## config.mk

```make
export PLATFORM = sky130hd
export DESIGN_NAME = rgb_led_pwm
export DESIGN_NICKNAME = d
export VERILOG_FILES = /design/src/rtl/rgb_led_pkg.sv /design/src/rtl/pwm_gen.sv /design/src/rtl/rgb_led_pwm.sv
export SDC_FILE = /design/constraint.sdc
export NUM_CORES = 1
export LEC_CHECK = 0
export ABC_AREA = 1
export BUFFER_PORTS_ARGS = -buffer_cell sky130_fd_sc_hd__buf_2
export CORE_UTILIZATION = 50
export CTS_CLUSTER_SIZE = 12
export DETAILED_ROUTE_END_ITERATION = 16
export GPL_TIMING_DRIVEN = 0
export PLACE_DENSITY = 0.72
export SYNTH_ARGS = -nofsm -noshare
export SYNTH_HDL_FRONTEND = slang
export SYNTH_SLANG_ARGS = --single-unit
```

## constraint.sdc

```tcl
create_clock -name clk -period 3.1 [get_ports clk]
set_input_delay 0 -clock clk [delete_from_list [all_inputs] [get_ports clk]]
set_output_delay 0 -clock clk [all_outputs]
set_load 0.02 [all_outputs]
```

## src/rtl/rgb_led_pkg.sv

```systemverilog
// Purpose: shared colour codes, {R,G,B} patterns and decode helper for the RGB LED PWM block.
// Latency: none (package only; the decode helper is combinational).
// Backpressure: not applicable.
package rgb_led_pkg;

  // 2-bit per-channel colour request codes
  localparam logic [1:0] COLOR_OFF   = 2'b00;
  localparam logic [1:0] COLOR_RED   = 2'b01;
  localparam logic [1:0] COLOR_GREEN = 2'b10;
  localparam logic [1:0] COLOR_BLUE  = 2'b11;

  // 3-bit {R,G,B} drive patterns
  localparam logic [2:0] RGB_OFF   = 3'b000;
  localparam logic [2:0] RGB_RED   = 3'b100;
  localparam logic [2:0] RGB_GREEN = 3'b010;
  localparam logic [2:0] RGB_BLUE  = 3'b001;

  // Map a colour code onto its {R,G,B} pattern
  function automatic logic [2:0] color_decode(input logic [1:0] code);
    logic [2:0] pat;
    pat = RGB_OFF;
    case (code)
      COLOR_RED:   pat = RGB_RED;
      COLOR_GREEN: pat = RGB_GREEN;
      COLOR_BLUE:  pat = RGB_BLUE;
      default:     pat = RGB_OFF;
    endcase
    return pat;
  endfunction

endpackage

```

## src/rtl/pwm_gen.sv

```systemverilog
// Purpose: free-running PWM period counter, period-aligned duty shadow and on/off comparator.
// Latency: pwm_on/cnt_zero are combinational from the counter; duty is taken at the next period start.
// Backpressure: none; free-running, no handshake.
module pwm_gen
  import rgb_led_pkg::*;
#(
  parameter int PWM_W = 8
) (
  input  logic             clk,
  input  logic             rst_n,
  input  logic [PWM_W-1:0] duty,
  output logic             pwm_on,
  output logic             cnt_zero
);

  localparam logic [PWM_W-1:0] CNT_MAX = '1;
  localparam logic [PWM_W-1:0] CNT_ONE = PWM_W'(1);

  logic [PWM_W-1:0] pwm_cnt;
  logic [PWM_W-1:0] duty_act;

  // Period counter wraps naturally at 2^PWM_W; duty is only sampled on the last
  // count so a mid-period change never reshapes the period in flight.
  always_ff @(posedge clk or negedge rst_n) begin
    if (!rst_n) begin
      pwm_cnt  <= '0;
      duty_act <= '0;
    end else begin
      pwm_cnt <= pwm_cnt + CNT_ONE;
      if (pwm_cnt == CNT_MAX) begin
        duty_act <= duty;
      end
    end
  end

  // duty_act of 0 is never on; all-ones leaves exactly one dark cycle per period
  always_comb begin
    pwm_on   = (pwm_cnt < duty_act);
    cnt_zero = (pwm_cnt == '0);
  end

endmodule

```

## src/rtl/rgb_led_pwm.sv

```systemverilog
// Purpose: per-channel RGB LED driver sharing one PWM generator; optional blink gating when RGB_LED_BLINK_EN is defined.
// Latency: 1 clk from color/PWM count (and blink phase) to led_out and period_start.
// Backpressure: none; outputs update every clk.
module rgb_led_pwm
  import rgb_led_pkg::*;
#(
  parameter int NUM_CH     = 1,
  parameter int PWM_W      = 8,
  parameter int BLINK_HALF = 50_000_000
) (
  input  logic                  clk,
  input  logic                  rst_n,
  input  logic [2*NUM_CH-1:0]   color,
  input  logic [PWM_W-1:0]      duty,
  input  logic [NUM_CH-1:0]     blink,
  output logic [3*NUM_CH-1:0]   led_out,
  output logic                  period_start
);

  logic              pwm_on;
  logic              cnt_zero;
  logic [NUM_CH-1:0] chan_en;
  logic [3*NUM_CH-1:0] led_nxt;

  pwm_gen #(
    .PWM_W (PWM_W)
  ) u_pwm_gen (
    .clk      (clk),
    .rst_n    (rst_n),
    .duty     (duty),
    .pwm_on   (pwm_on),
    .cnt_zero (cnt_zero)
  );

`ifdef RGB_LED_BLINK_EN
  localparam int BCW = (BLINK_HALF > 1) ? $clog2(BLINK_HALF) : 1;
  localparam logic [BCW-1:0] BLINK_LAST = BCW'(BLINK_HALF - 1);
  localparam logic [BCW-1:0] BLINK_ONE  = BCW'(1);

  logic [BCW-1:0] blink_cnt;
  logic           blink_phase;

  // One shared blink timebase; phase starts lit so blinking channels show
  // immediately after reset. Toggling blink[i] never disturbs this counter.
  always_ff @(posedge clk or negedge rst_n) begin
    if (!rst_n) begin
      blink_cnt   <= '0;
      blink_phase <= 1'b1;
    end else if (blink_cnt == BLINK_LAST) begin
      blink_cnt   <= '0;
      blink_phase <= ~blink_phase;
    end else begin
      blink_cnt <= blink_cnt + BLINK_ONE;
    end
  end

  // Blinking channels are dark during phase 0; others always enabled
  always_comb begin
    chan_en = blink_phase ? {NUM_CH{1'b1}} : ~blink;
  end
`else
  logic blink_unused;

  // No blink hardware in this build: every channel follows the PWM only
  always_comb begin
    blink_unused = ^blink;
    chan_en      = {NUM_CH{1'b1}};
  end
`endif

  // Decode each channel's colour and gate it with PWM on-time and blink mask
  always_comb begin
    led_nxt = '0;
    for (int i = 0; i < NUM_CH; i++) begin
      if (pwm_on && chan_en[i]) begin
        led_nxt[3*i +: 3] = color_decode(color[2*i +: 2]);
      end
    end
  end

  // Register the LED drive and the period marker so they stay cycle-aligned
  always_ff @(posedge clk or negedge rst_n) begin
    if (!rst_n) begin
      led_out      <= '0;
      period_start <= 1'b0;
    end else begin
      led_out      <= led_nxt;
      period_start <= cnt_zero;
    end
  end

endmodule

```

==> summary.md <==
| Metric | Value |
|---|---|
| Die area | `approximately 2200 µm²` |
| Seq cells post-synth | `20` |
| Initial Utilization | `between 50% and 60%` |
| Setup ws final | `1.65 ns` |
| GRT Residual Overflow | `0` |
| Die Ht | `~47 µm` |
| Setup CP Type | `reg -> reg` |
| Clock sink count | `20` |
| Compound-Gate Fraction of Synth Area | `less than 1%` |
| Vias in the first global route | `around 700` |
| Power after layout | `approximately 420 µW` |
| Post-Layout Inst Area | `roughly 1300 µm²` |
| Hold Vio Cnt, Final | `0` |
| RSZ-0062 raised after global routing | `no` |
| Largest family of logic cells by synthesized area | `simple AND/OR/NAND/NOR gates` |
| Adder-cell share of the synthesized area | `between 10% and 20%` |
| Post-Syn Area | `approximately 1000 µm²` |
| Dpl ws | `between 1.5 and 2 ns` |
| Synth warn | `0` |
| Clk_lat worst skew | `about 0.3 ns` |
| VDD IR max | `between 0.2 and 0.25 mV` |
| Num CTS Buffers | `3` |
| Via count | `about 780` |
| Final min period | `~1.5 ns` |
| Placed cell area | `about 1100 µm²` |
| Dominant cell type by area after synthesis | `dfrtp_1` |
| Post-synth EDFFs | `0` |
| H-tree depth | `1` |
| Layout Nets | `approximately 170` |
| Avg Inst Size Synth | `about 9 µm²` |
| Root Driver | `clkbuf_4` |
| Core Footprint | `1800 µm²` |
| Outcome | `finished clean` |
| Clk slew on worst S/H paths | `around 0.11 ns` |
| Largest net degree at the start of global routing | `21` |
| Fin crit share | `46.8%` |
| Placement row count | `15` |
| Routed wire length | `~1.8 mm` |
| Clock Skew | `~0.0026 ns` |
| Yosys cell types | `17` |
| First-pass GRT wire length | `between 2 and 3 mm` |
| DR DRC count | `0` |
| Critical path fanouts, max | `10` |
| GRT Util Overall | `about a fifth` |
| Final ANT Viol Nets | `0` |
| CTS Buffer Depth | `2` |
| TritonCTS clock tree | `built` |
| WL/cell | `10.9 µm` |
| Worst Path Arrival | `1.64 ns` |
| FF/Latch Area | `between 500 and 600 µm²` |
| Critical Path Sink Type | `flop` |
| Initial DRC count | `2` |
| Die X | `47.0 µm` |
| Ys async rst share | `100%` |
| WP data required | `between 3 and 4 ns` |
| Post-Synthesis Cells | `between 100 and 150` |
| Pins over their slew limit | `0` |
| Endpoints failing setup | `0` |
| Syn Nets | `roughly 140` |
| Simple-gate share of the synthesized area | `a little over a quarter` |
| Layout cells sized above 1 | `17.5%` |
| Mux share of post-synthesis cell area | `0%` |
| Port bufs | `15` |
| Dpl cells | `between 150 and 200` |
| Fill count | `roughly 150` |
| Antenna violations before repair | `0` |
| Diode count | `0` |
| Syn-to-layout area delta | `24.6%` |
| Vias/cell | `~4.6` |
| Worst-margin pin slew | `between 0.4 and 0.5 ns` |
| Main synth FF type | `dfrtp_1` |
| Synth Area in XOR/XNOR | `under 10%` |
| Drt first pass iters | `2` |
| Synth cell count leaders | `nand2_1, dfrtp_1, inv_1, nand3_1, ha_1` |
| Leakage | `roughly 0.73 nW` |
| IO Pins | `17` |
| Setup TNS | `0 ns` |
| Worst Hold Class | `in -> async` |
| GPL Wtd Cong | `0.784` |
| Detailed placement HPWL | `1.25 mm` |
| Top-area cell type share of the netlist area | `49.4%` |
| FMAX | `approximately 0.7 GHz` |
| Area of the multi-input gates | `roughly 440 µm²` |
| Final non-filler cell total | `168` |
| Max-slew headroom | `70.9%` |
| Register area share after synthesis | `~49%` |
| Most frequent cell after synthesis | `nand2_1` |
| PD cells | `329 nW/µm²` |
| MaxCap Viol Count | `0` |
| Resize count post-CTS | `0` |
| Worst setup SP type | `flop` |
| Synth area leaders | `dfrtp_1, nand2_1, ha_1` |
[timing repair]
action,in CTS,in global routing
setup buffers,0,0
hold buffers,12,0
endpoints found under the hold margin,31,0
[worst paths after layout]
kind	slack, ns	cells after the start	startpoint	to
worst max-delay path	1.65	6	u_pwm_gen.pwm_cnt[1]	u_pwm_gen.pwm_cnt[6]
worst min-delay path	0.16	2	rst_n	u_pwm_gen.pwm_cnt[5]
worst max register to register	1.65	6	u_pwm_gen.pwm_cnt[1]	u_pwm_gen.pwm_cnt[6]
worst min register to register	0.48	2	u_pwm_gen.duty_act[7]	u_pwm_gen.duty_act[7]
max in group asynchronous	2.65	2	rst_n	u_pwm_gen.duty_act[2]
min in group clk	0.47	4	duty[6]	u_pwm_gen.duty_act[6]
[report_power, final]
group,switching [mW],internal [mW]
sequential,0.000408,0.263
clock,0.0764,0.0453
combinational,0.0133,0.0174
total,0.0901,0.325
[critical path, cell delays in order (launching register included)]
cell and delay [ns]:
dfrtp_1 0.42, ha_1 0.21, nand2_1 0.07, nor2_2 0.17
buf_4 0.21, nand3_1 0.09, xor2_1 0.15
[cells in the final DEF (no fill, tap or decap), drive strengths merged]
cell | netlist | final
nand2 | 34 | 34
dfrtp | 20 | 20
inv | 17 | 17
buf | 1 | 16
nand3 | 12 | 12
dlygate4sd3 | 0 | 12
ha | 9 | 9
nor2 | 6 | 6
xor2 | 5 | 5
clkbuf | 0 | 3
nor3 | 3 | 3
or2 | 2 | 2
a21oi | 2 | 2
nand4 | 1 | 1
nor4 | 1 | 1
[area by class of cell]
type / instances / share of cell area, %
Multi-Input combinational cell: 75 / 34.9
Tap cell: 25 / 2.48
Sequential cell: 20 / 39.7
Clock buffer: 3 / 1.79
Buffer: 1 / 0.595
Inverter: 17 / 5.06
Timing Repair Buffer: 27 / 15.5
[metal layers]
layer | part of all wire (%) | vias to the layer above | global-route usage (%)
li1 | - | 414 | -
met1 | 46 | 346 | 24.3
met2 | 49 | 14 | 32.2
met5 | 0 | - | 0
met3 | 2.5 | 5 | 4.62
met4 | 2.6 | 0 | 12.0
[cell families after synthesis]
logic type	Yosys count
DFF	20
xor gates and xnor gates	5
AOI/OAI and AO/OA	2
buffers and inverters	18
and+or+nand+nor	59
adders and majority gates	9
[metrics by stage]
step                hold slack [ns]  utilization [%]
floorplan                    -0.296                -
global route                  0.194             70.0
detailed placement          -0.0321             62.1
CTS                           0.173             70.0
global placement            -0.0394             62.1
finish                        0.157             70.0
[state kept, by name, indices dropped and copies added, names as in the netlist]
name and cells:
period_start 1, u_pwm_gen.duty_act 8, led_out 3, u_pwm_gen.pwm_cnt 8
No activity file was read; power rests on OpenSTA's default activity.
